$ cat config.mk
export PLATFORM = sky130hd
export DESIGN_NAME = muldiv_unit_flat
export DESIGN_NICKNAME = d
export VERILOG_FILES = /design/src/rtl/muldiv_unit_if.sv /design/src/rtl/muldiv_unit.sv /design/src/flat_wrapper.sv
export SDC_FILE = /design/constraint.sdc
export NUM_CORES = 1
export LEC_CHECK = 0
export CAP_MARGIN = 25
export CORE_ASPECT_RATIO = 0.7
export CORE_MARGIN = 1.5
export CORE_UTILIZATION = 30
export DETAILED_ROUTE_END_ITERATION = 12
export SYNTH_ARGS = -nofsm -noshare
export SYNTH_HDL_FRONTEND = slang
export SYNTH_SLANG_ARGS = --single-unit
$ cat constraint.sdc
create_clock -name clk -period 4 [get_ports clk]
set_clock_uncertainty 0.05 [all_clocks]
set_input_delay 0.8 -clock clk [delete_from_list [all_inputs] [get_ports clk]]
set_output_delay 0.8 -clock clk [all_outputs]
set_load 0.02 [all_outputs]
$ cat src/rtl/muldiv_unit_if.sv
// Request/result bundle between the CPU controller and the multiply/divide unit.
interface muldiv_unit_if #(
    parameter int WIDTH = 32
);
    logic             start;
    logic [2:0]       op;
    logic [WIDTH-1:0] a;
    logic [WIDTH-1:0] b;
    logic             cancel;
    logic [WIDTH-1:0] hi;
    logic [WIDTH-1:0] lo;
    logic             busy;
    logic             done;
    logic             div_zero;

    modport master (
        output start, op, a, b, cancel,
        input  hi, lo, busy, done, div_zero
    );

    modport slave (
        input  start, op, a, b, cancel,
        output hi, lo, busy, done, div_zero
    );
endinterface

$ cat src/rtl/muldiv_unit.sv
// Iterative radix-2 multiply / restoring divide with HI/LO registers.
// One datapath register holds the product during MULT and {remainder, quotient} during DIV.
module muldiv_unit #(
    parameter int WIDTH = 32
) (
    input logic          clk,
    input logic          rst,
    muldiv_unit_if.slave bus
);
    localparam int CW = $clog2(WIDTH) + 1;

    typedef enum logic [1:0] {IDLE, CALC, FIX} state_t;

    state_t             state;
    logic [CW-1:0]      cnt;
    logic               is_div;
    logic               neg_q;
    logic               neg_r;
    logic               dz_pend;
    logic [WIDTH-1:0]   mag;
    logic [2*WIDTH-1:0] acc;

    logic [WIDTH-1:0]   a_abs;
    logic [WIDTH-1:0]   b_abs;
    logic [WIDTH:0]     mul_sum;
    logic [WIDTH:0]     rem_shift;
    logic [WIDTH:0]     rem_diff;
    logic [2*WIDTH-1:0] prod_fix;
    logic [WIDTH-1:0]   quo_fix;
    logic [WIDTH-1:0]   rem_fix;

    always_comb begin
        a_abs = bus.a;
        b_abs = bus.b;
        if (!bus.op[0] && bus.a[WIDTH-1]) a_abs = -bus.a;
        if (!bus.op[0] && bus.b[WIDTH-1]) b_abs = -bus.b;
        mul_sum   = {1'b0, acc[2*WIDTH-1:WIDTH]} + (acc[0] ? {1'b0, mag} : '0);
        rem_shift = {acc[2*WIDTH-1:WIDTH], acc[WIDTH-1]};
        rem_diff  = rem_shift - {1'b0, mag};
        prod_fix  = neg_q ? -acc : acc;
        quo_fix   = neg_q ? -acc[WIDTH-1:0] : acc[WIDTH-1:0];
        rem_fix   = neg_r ? -acc[2*WIDTH-1:WIDTH] : acc[2*WIDTH-1:WIDTH];
    end

    always_ff @(posedge clk or negedge rst) begin
        if (!rst) begin
            state        <= IDLE;
            cnt          <= '0;
            is_div       <= 1'b0;
            neg_q        <= 1'b0;
            neg_r        <= 1'b0;
            dz_pend      <= 1'b0;
            mag          <= '0;
            acc          <= '0;
            bus.hi       <= '0;
            bus.lo       <= '0;
            bus.busy     <= 1'b0;
            bus.done     <= 1'b0;
            bus.div_zero <= 1'b0;
        end else begin
            bus.done <= 1'b0;
            case (state)
                IDLE: begin
                    if (bus.start && !bus.cancel) begin
                        if (!bus.op[2]) begin
                            // MULT/MULTU/DIV/DIVU: op[1] selects divide, op[0] selects unsigned
                            is_div       <= bus.op[1];
                            cnt          <= '0;
                            bus.busy     <= 1'b1;
                            bus.div_zero <= 1'b0;
                            if (bus.op[1] && bus.b == '0) begin
                                // Divide by zero: quotient all-ones, remainder is the raw dividend
                                acc     <= {bus.a, {WIDTH{1'b1}}};
                                neg_q   <= 1'b0;
                                neg_r   <= 1'b0;
                                dz_pend <= 1'b1;
                                state   <= FIX;
                            end else begin
                                mag     <= bus.op[1] ? b_abs : a_abs;
                                acc     <= {{WIDTH{1'b0}}, bus.op[1] ? a_abs : b_abs};
                                neg_q   <= !bus.op[0] && (bus.a[WIDTH-1] ^ bus.b[WIDTH-1]);
                                neg_r   <= !bus.op[0] && bus.a[WIDTH-1];
                                dz_pend <= 1'b0;
                                state   <= CALC;
                            end
                        end else if (!bus.op[1]) begin
                            if (bus.op[0]) bus.lo <= bus.a;
                            else           bus.hi <= bus.a;
                            bus.div_zero <= 1'b0;
                        end
                    end
                end
                CALC: begin
                    if (bus.cancel) begin
                        state    <= IDLE;
                        bus.busy <= 1'b0;
                    end else begin
                        if (is_div) begin
                            // Restoring step: keep the trial subtraction only if it did not borrow
                            if (rem_diff[WIDTH])
                                acc <= {rem_shift[WIDTH-1:0], acc[WIDTH-2:0], 1'b0};
                            else
                                acc <= {rem_diff[WIDTH-1:0], acc[WIDTH-2:0], 1'b1};
                        end else begin
                            acc <= {mul_sum, acc[WIDTH-1:1]};
                        end
                        cnt <= cnt + 1'b1;
                        if (cnt == CW'(WIDTH - 1)) state <= FIX;
                    end
                end
                FIX: begin
                    state    <= IDLE;
                    bus.busy <= 1'b0;
                    if (!bus.cancel) begin
                        if (is_div) begin
                            bus.lo <= quo_fix;
                            bus.hi <= rem_fix;
                        end else begin
                            {bus.hi, bus.lo} <= prod_fix;
                        end
                        bus.div_zero <= dz_pend;
                        bus.done     <= 1'b1;
                    end
                end
                default: begin
                    state    <= IDLE;
                    bus.busy <= 1'b0;
                end
            endcase
        end
    end
endmodule

$ cat src/flat_wrapper.sv
// flat-port wrapper written by rule: the top's interface ports become plain ports
module muldiv_unit_flat 
#(
    parameter int WIDTH = 32
)
  (clk, rst, bus_start, bus_op, bus_a, bus_b, bus_cancel, bus_hi, bus_lo, bus_busy, bus_done, bus_div_zero);
  muldiv_unit_if #(.WIDTH(WIDTH)) bus_i ();
  input logic clk;
  input logic rst;
  input wire logic [$bits(bus_i.start)-1:0] bus_start;
  input wire logic [$bits(bus_i.op)-1:0] bus_op;
  input wire logic [$bits(bus_i.a)-1:0] bus_a;
  input wire logic [$bits(bus_i.b)-1:0] bus_b;
  input wire logic [$bits(bus_i.cancel)-1:0] bus_cancel;
  output wire logic [$bits(bus_i.hi)-1:0] bus_hi;
  output wire logic [$bits(bus_i.lo)-1:0] bus_lo;
  output wire logic [$bits(bus_i.busy)-1:0] bus_busy;
  output wire logic [$bits(bus_i.done)-1:0] bus_done;
  output wire logic [$bits(bus_i.div_zero)-1:0] bus_div_zero;
  assign bus_i.start = bus_start;
  assign bus_i.op = bus_op;
  assign bus_i.a = bus_a;
  assign bus_i.b = bus_b;
  assign bus_i.cancel = bus_cancel;
  assign bus_hi = bus_i.hi;
  assign bus_lo = bus_i.lo;
  assign bus_busy = bus_i.busy;
  assign bus_done = bus_i.done;
  assign bus_div_zero = bus_i.div_zero;
  muldiv_unit #(.WIDTH(WIDTH)) u_core (.clk(clk), .rst(rst), .bus(bus_i));
endmodule
==> results of run 1 <==
[state kept, by name, indices dropped and copies added (netlist names)]
| name | cells |
|---|---|
| u_core.bus.div_zero | 1 |
| u_core.dz_pend | 1 |
| u_core.cnt | 6 |
| u_core.acc | 64 |
| u_core.is_div | 1 |
| u_core.state | 2 |
| u_core.bus.busy | 1 |
| u_core.bus.lo | 32 |
| u_core.neg_q | 1 |
| u_core.mag | 32 |
| u_core.bus.hi | 32 |
| u_core.bus.done | 1 |
| u_core.neg_r | 1 |
[area by class of cell]
cell class                 count  area, um^2
tap                          684       855.8
antenna                        1       2.502
inverter                      56       210.2
clock buffer                  18       439.2
multi-input combinational   1707       10680
sequential                   175        4380
timing repair buffer         346        3012
clock inverter                14       142.6
fill                        5373       32390
[where the power goes]
group	switching (W)	total [W]	internal [W]
Combinational	0.00453	0.00746	0.00293
Sequential	0.000598	0.00281	0.00221
Clock	0.000883	0.00173	0.000847
Total	0.00601	0.0120	0.00598
[worst max-delay path, stage by stage (launching register included)]
cell and delay (ns):
sky130_fd_sc_hd__dfrtp_1 0.56, sky130_fd_sc_hd__inv_1 0.25, sky130_fd_sc_hd__fa_1 0.52, sky130_fd_sc_hd__nand2b_1 0.21
sky130_fd_sc_hd__a21oi_1 0.26, sky130_fd_sc_hd__nor2_1 0.14, sky130_fd_sc_hd__a21oi_1 0.17, sky130_fd_sc_hd__buf_4 0.15
sky130_fd_sc_hd__o31ai_1 0.12, sky130_fd_sc_hd__o221ai_1 0.32, sky130_fd_sc_hd__nor2_1 0.07, sky130_fd_sc_hd__buf_4 0.21
sky130_fd_sc_hd__buf_12 0.17, sky130_fd_sc_hd__o311a_1 0.29, sky130_fd_sc_hd__o221a_2 0.24
[worst paths after layout]
kind / to / slack [ns] / depth (start not counted)
worst max register to register: u_core.acc[55] / 0.14 / 14
max in group asynchronous: u_core.mag[21] / 2.65 / 2
worst min register to register: u_core.bus.lo[16] / 0.43 / 2
worst max-delay path: u_core.acc[55] / 0.14 / 14
worst min-delay path: u_core.bus.hi[0] / 0.32 / 1
min in group clk: u_core.bus.lo[16] / 0.43 / 2
[cells in the final DEF (no fill, tap or decap), types with 17 or more instances in the layout]
cell type                         count
sky130_fd_sc_hd__o221ai_1            19
sky130_fd_sc_hd__nor2_1             241
sky130_fd_sc_hd__o31ai_1             47
sky130_fd_sc_hd__a211oi_1            30
sky130_fd_sc_hd__nand4_1             19
sky130_fd_sc_hd__a31oi_1             35
sky130_fd_sc_hd__a21o_1              29
sky130_fd_sc_hd__a21oi_1            191
sky130_fd_sc_hd__clkdlybuf4s50_1    135
sky130_fd_sc_hd__nand2_1            250
sky130_fd_sc_hd__dfrtp_1            174
sky130_fd_sc_hd__or3_1               23
sky130_fd_sc_hd__a221oi_1            18
sky130_fd_sc_hd__nand3_1             56
sky130_fd_sc_hd__xor2_1              70
sky130_fd_sc_hd__o21ai_0            158
sky130_fd_sc_hd__clkbuf_16           17
sky130_fd_sc_hd__buf_4              203
sky130_fd_sc_hd__ha_1                69
sky130_fd_sc_hd__nor3_1              41
sky130_fd_sc_hd__mux2i_1             48
sky130_fd_sc_hd__nand2b_1            18
sky130_fd_sc_hd__o211ai_1            17
sky130_fd_sc_hd__xnor2_1            104
sky130_fd_sc_hd__inv_1               55
[cells by family after synthesis]
group / Yosys count
DFF: 175
adders and majority gates: 71
AOI/OAI and AO/OA: 660
and+or+nand+nor: 751
muxes: 51
buffers and inverters: 193
xor gates and xnor gates: 174
[routing by layer]
metal  GRT usage  share of wire  vias up
li1            -              -     7973
met1      0.4287           0.47     8619
met2      0.3655           0.38     1024
met3     0.09352           0.13       91
met4     0.07631          0.024        2
met5           0        0.00032        -
[cell usage after synthesis, drive strengths merged, types with 25 or more instances]
library cell  count  area (um^2)
xnor2           104        910.9
nor2            243        914.6
nand2           252        948.4
ha               69        863.3
or3              26        173.9
o21ai           163        815.8
clkbuf          112        420.4
a21o             29        217.7
dfrtp           175         4379
a31oi            35        219.0
mux2i            48        480.5
nand3            56        280.3
xor2             70        613.1
a21oi           192        960.9
o31ai            47        352.8
inv              55        206.5
nor3             42        221.5
buf              25        122.6
a211oi           30        225.2
[through the flow]
stage / utilization / cells / instance area, um^2
2_1_floorplan: - / 2075 / 15770
3_3_place_gp: 0.3673 / 2968 / 19140
3_5_place_dp: 0.3673 / 2968 / 19140
4_1_cts: 0.3785 / 3000 / 19720
5_1_grt: 0.3785 / 3000 / 19720
6_report: 0.3785 / 3001 / 19730
==> flow_summary.rst, run 1 <==
.. list-table::
   :header-rows: 1

   * - Metric
     - Value
   * - Status
     - completed
   * - Total track usage
     - 0.2810
   * - Wire length after detailed routing
     - roughly 78 mm
   * - Vias post-DR
     - approximately 18000
   * - Fraction of synthesized cell area in xor and xnor cells
     - 0.09662
   * - Final setup vio count
     - 0
   * - TritonCTS clock tree
     - yes
   * - Max Cap Violations
     - 0
   * - Kind of end point of the critical path
     - flip-flop
   * - Main combinational cell family by area after synthesis
     - compound AO/OA/AOI/OAI gates
   * - Worst Tran Pin Value
     - around 0.94 ns
   * - Count of input and output buffers
     - around 140
   * - Number of synthesized flops with an enable pin
     - 0
   * - Kind of critical path
     - flip-flop to flip-flop
   * - Count of different cell masters after synthesis
     - 84
   * - Count of boundary I/O pins
     - 138
   * - First-pass GRT wire length
     - 111.8 mm
   * - HPWL reported at the end of detailed placement
     - approximately 62 mm
   * - Detail-routed net length per standard cell
     - roughly 26 um
   * - Layout net count
     - between 2000 and 2500
   * - Post-synthesis sequential element count
     - around 180
   * - Share of cell area taken by muxes after synthesis
     - 0.03260
   * - Synthesized area divided by synthesized cell count
     - 7.601 um^2
   * - Initial antenna violation count
     - 0
   * - Portion of the post-synthesis area used by sequential elements
     - 0.2776
   * - Via-per-instance ratio
     - 5.901
   * - Final Max Tran Viols
     - 0
   * - Synthesis-to-layout area growth
     - 25.07%
   * - Setup repair after global routing missed its margin
     - no
   * - Main flop type after synthesis
     - sky130_fd_sc_hd__dfrtp_1
   * - Total nets after synthesis
     - 2217
   * - Final critical-path share of the clock period
     - 0.9661
   * - Reg-to-reg critical path startpoint
     - u_core.acc[32]
   * - TritonCTS buffer count
     - 17
   * - Clock-pin slew reported for the worst setup and hold paths after clock tree synthesis
     - ~0.08 ns
   * - Fin Setup TNS
     - 0 ns
   * - Gp weighted congestion
     - roughly 0.99
   * - Depth of the CTS H-tree
     - 4
   * - Synthesized-area fraction occupied by ao, oa, aoi and oai cells
     - 0.2657
   * - WP data required
     - approximately 4.3 ns
   * - Quantity of gates resized following cts
     - 0
   * - Maximum vdd ir drop
     - 0.0003306 V
   * - Pre-CTS WS
     - around 0.055 ns
   * - Pwr Total
     - about 0.012 W
   * - Simple-gate area share of the yosys netlist
     - 0.2224
   * - Post-route worst setup slack
     - approximately 0.14 ns
   * - Starting Density
     - 0.3027
   * - Number of routed nets with antenna violations
     - 0
   * - Arrival time of data at the critical path endpoint
     - approximately 4.2 ns
   * - Pin count of the biggest net entering global routing
     - 96
   * - Power density over the cells
     - roughly 600 mW/mm^2
   * - Classification of the worst-slack hold path
     - input pin to async pin
   * - Leakage power of the design
     - roughly 8.3 nW
   * - 1st-pass router iterations
     - 6
   * - Die width
     - 277.1 um
   * - Worst hold margin
     - 0.3195 ns
   * - Total count of hold-check failures in the final report
     - 0
   * - Y dimension of the die
     - about 200 um
   * - Clk_lat worst skew
     - approximately 0.47 ns
   * - Area of the mapped netlist
     - between 0.015 and 0.02 mm^2
   * - Area of the core
     - 0.05211 mm^2
   * - Syn Inst Count
     - 2075
   * - Tmin final
     - about 3.9 ns
   * - Worst-case headroom to the max-slew limit
     - 0.3707
   * - Async S/R FF share, synth
     - 1.000
   * - Number of global-route vias before repair
     - 16280
   * - Number of DRC violations after detailed routing
     - 0
   * - Fraction of final layout cells sized beyond drive strength 1
     - 0.1278
   * - Global route total overflow
     - 0
   * - Timing startpoint of the critical path
     - u_core.acc[32]
   * - Area share of fa/ha/maj cells after synthesis
     - 0.05727
   * - Total of warnings raised by yosys
     - 0
   * - CTS Sinks
     - 175
   * - Post-CTS repair timing setup buffer count
     - 0
   * - Number of buffers inserted by hold repair at cts
     - 0
   * - Die outline area
     - 0.05398 mm^2
   * - Critical path launch point type
     - flip-flop
   * - Critical-path maximum fanout
     - 15
   * - Number of buffers between clock root and the deepest sink
     - 2
   * - Number of placement rows
     - 70
   * - Upper clock frequency limit
     - approximately 260 MHz
   * - Buffer type at the clock tree root
     - sky130_fd_sc_hd__clkbuf_16
   * - Detailed Route Iter0 Violations
     - approximately 2300
No activity file was read; power rests on OpenSTA's default activity.
==> inputs of run 2 (changes only) <==
==> constraint.sdc (replaced) <==
create_clock -name clk -period 4 [get_ports clk]
set_clock_uncertainty 0.05 [all_clocks]
set_input_delay 1.2 -clock clk [delete_from_list [all_inputs] [get_ports clk]]
set_output_delay 1.2 -clock clk [all_outputs]
set_load 0.02 [all_outputs]
==> run 2 against run 1 <==
  * Worst hold slack better by 0.11 ns
  * Non-clock buffer count up 42
  * Final cell count up 1.4%
  * Critical path type is now input pin to flip-flop
  * Sequential power up 1%
  * Largest power group unchanged
  * Critical endpoint is now u_core.acc[29]
  * Total power down 1.1%
  * First-iteration DRC count up 4.8%
  * Die area unchanged
==> flow_summary.rst, run 2 (same netlist as run 1, synthesis figures left out) <==
.. list-table::
   :header-rows: 1

   * - Metric
     - Value
   * - Cell with the most instances on the worst path
     - sky130_fd_sc_hd__or3_1
   * - Classification of the worst-slack hold path
     - flip-flop to flip-flop
   * - Number of routed nets with antenna violations
     - 0 (unchanged)
   * - Fraction of final layout cells sized beyond drive strength 1
     - 0.1442 (+0.01638)
   * - Initial antenna violation count
     - 1 (+1)
   * - Area of the core
     - 0.05211 mm^2 (unchanged)
   * - Worst hold margin
     - 0.4254 ns (+0.1059 ns)
   * - Max reg flops
     - 64 (unchanged)
   * - Global route total overflow
     - 0 (unchanged)
   * - Depth of the CTS H-tree
     - 4 (unchanged)
   * - Number of placement rows
     - 70 (unchanged)
   * - Number of buffers inserted by hold repair at cts
     - 0 (unchanged)
   * - Most frequent cells in the layout
     - sky130_fd_sc_hd__nand2_1, sky130_fd_sc_hd__nor2_1, sky130_fd_sc_hd__buf_4
   * - Final setup vio count
     - 0 (unchanged)
   * - Setup repair after global routing missed its margin
     - no
   * - Number of buffers between clock root and the deepest sink
     - 2 (unchanged)
   * - Critical-path maximum fanout
     - 3 (-12)
   * - Pin count of the biggest net entering global routing
     - 97 (+1.0%)
   * - Critical path launch point type
     - input pin
   * - Worst-case headroom to the max-slew limit
     - 0.3205 (-0.05021)
   * - Buffer type at the clock tree root
     - sky130_fd_sc_hd__clkbuf_16
   * - Detailed Route Iter0 Violations
     - 2390 (+4.8%)
   * - Via-per-instance ratio
     - 5.862 (-0.66%)
   * - Die outline area
     - 0.05398 mm^2 (unchanged)
   * - Die width
     - 277.1 um (unchanged)
   * - 1st-pass router iterations
     - 6 (unchanged)
   * - Count of input and output buffers
     - 137 (unchanged)
   * - Power density over the cells
     - 589.2 mW/mm^2 (-3.1%)
   * - First-pass GRT wire length
     - 112.0 mm (+0.15%)
   * - Critical path's top delay family
     - simple AND/OR/NAND/NOR gates
   * - Final critical-path share of the clock period
     - 0.9821 (+0.01606)
   * - Setup slack of the most critical reg-to-reg path
     - 0.16 ns (+0.02 ns)
   * - Pwr Total
     - 0.01186 W (-1.1%)
   * - Kind of critical path
     - input pin to flip-flop
   * - Status
     - completed
   * - Pre-CTS WS
     - -0.3517 ns (-0.4063 ns)
   * - Most frequent standard cell in the layout excluding fill and tap cells
     - sky130_fd_sc_hd__nand2_1
   * - Fin Setup TNS
     - 0 ns (unchanged)
   * - Leakage power of the design
     - 8.495 nW (+2.9%)
   * - Fillers
     - 5329 (-0.82%)
   * - Gp weighted congestion
     - 0.9864 (-0.82%)
   * - Maximum vdd ir drop
     - 0.0003664 V (+11%)
   * - Post-route worst setup slack
     - 0.07154 ns (-0.06422 ns)
   * - Total count of hold-check failures in the final report
     - 0 (unchanged)
   * - Number of DRC violations after detailed routing
     - 0 (unchanged)
   * - Placed cells
     - 3010 (+1.4%)
   * - Delay contributed by the slowest stage of the critical path
     - 0.53 ns (-0.03 ns)
   * - Total track usage
     - 0.2789 (-0.002069)
   * - Kind of end point of the critical path
     - flip-flop
   * - Vias post-DR
     - 17840 (+0.73%)
   * - Synthesis-to-layout area growth
     - 27.67%
   * - Final Max Tran Viols
     - 0 (unchanged)
   * - Max Cap Violations
     - 0 (unchanged)
   * - Detail-routed net length per standard cell
     - 25.18 um (-2.6%)
   * - Worst Tran Pin Value
     - 1.009 ns (+0.06466 ns)
   * - Biggest register
     - u_core.acc
   * - Count of boundary I/O pins
     - 138 (unchanged)
   * - Y dimension of the die
     - 194.8 um (unchanged)
   * - CP Cell Sequence
     - clkdlybuf4s50_1, or3_1, or3_4, nor4b_4, nand2_2, or3_1, o31ai_1, xor2_1, a221oi_1
   * - HPWL reported at the end of detailed placement
     - 61.66 mm (-1.3%)
   * - Wire length after detailed routing
     - 76.61 mm (-1.2%)
   * - WP data required
     - 4.30 ns (about the same)
   * - Number of buffer and inverter stages on the critical path
     - 1 (-3)
   * - Non-filler instance count after layout
     - 3043 (+1.4%)
   * - Library cell contributing the largest single delay on the critical path
     - sky130_fd_sc_hd__clkdlybuf4s50_1
   * - TritonCTS clock tree
     - yes
   * - CTS Sinks
     - 175 (unchanged)
   * - Number of global-route vias before repair
     - 16320 (+0.25%)
   * - Tmin final
     - 3.928 ns (+0.06422 ns)
   * - Clk_lat worst skew
     - 0.47 ns (about the same)
   * - Layout net count
     - 2487 (+1.7%)
   * - Starting Density
     - 0.3027 (unchanged)
   * - Clock-pin slew reported for the worst setup and hold paths after clock tree synthesis
     - 0.08 ns (about the same)
   * - TritonCTS buffer count
     - 17 (unchanged)
   * - Upper clock frequency limit
     - 254.6 MHz (-1.6%)
   * - Arrival time of data at the critical path endpoint
     - 4.22 ns (+0.05 ns)
-- run 2: cell types whose count changed in the layout (fill, tap and decap cells not counted), sizes merged --
cell / before / now
buf: 211 / 253
clkinv: 7 / 5
inv: 62 / 64
-- run 2: power breakdown --
group | switching, W | internal, W
registers | 0.000643 | 0.00221
logic | 0.00434 | 0.00293
clock network | 0.000892 | 0.000851
-- run 2: worst paths after layout --
check | endpoint | depth (start not counted) | from
worst max-delay path | u_core.acc[29] | 9 | bus_a[12]
worst min-delay path | u_core.bus.lo[3] | 2 | u_core.bus.lo[3]
worst max register to register | u_core.acc[60] | 15 | u_core.acc[0]
worst min register to register | u_core.bus.lo[3] | 2 | u_core.bus.lo[3]
max in group asynchronous | u_core.acc[21] | 2 | rst
min in group asynchronous | u_core.bus.hi[0] | 1 | rst
-- run 2: repair_timing --
action                     in CTS  in global routing
buffers inserted                0                  0
setup endpoints to repair       0                  5
resized for setup               0                  2
-- run 2: worst register-to-register path, stage by stage, from the launching register on --
cell and delay, ns:
sky130_fd_sc_hd__dfrtp_1 0.48, sky130_fd_sc_hd__inv_1 0.13, sky130_fd_sc_hd__buf_12 0.17, sky130_fd_sc_hd__buf_12 0.16, sky130_fd_sc_hd__nor2_1 0.13, sky130_fd_sc_hd__ha_1 0.27, sky130_fd_sc_hd__buf_4 0.15, sky130_fd_sc_hd__a21o_1 0.15
sky130_fd_sc_hd__a21oi_1 0.23, sky130_fd_sc_hd__nor2_1 0.08, sky130_fd_sc_hd__a211o_1 0.27, sky130_fd_sc_hd__a221o_1 0.50, sky130_fd_sc_hd__a31o_2 0.33, sky130_fd_sc_hd__a2111oi_2 0.39, sky130_fd_sc_hd__o31a_1 0.20, sky130_fd_sc_hd__a211oi_1 0.05
-- run 2: layout make-up --
type	count	area, um^2	share of cell area
multi-input combinational	1707	10690	0.5311
sequential	175	4380	0.2175
timing repair buffer	388	3415	0.1696
tap	684	855.8	0.04250
clock buffer	18	439.2	0.02181
inverter	56	210.2	0.01044
clock inverter	14	140.1	0.006959
antenna	1	2.502	0.0001243
-- run 2: per-stage QoR --
stage / area [um^2] / utilization
floorplan: 15770 / -
global placement: 19550 / 0.3751
detailed placement: 19550 / 0.3751
CTS: 20120 / 0.3862
global route: 20130 / 0.3864
finish: 20140 / 0.3864
-- run 2: layer usage --
layer  part of all wire  global-route usage
met2               0.38              0.3672
met4              0.019             0.05942
met5                  0                   0
met3               0.11             0.07645
met1               0.49              0.4381
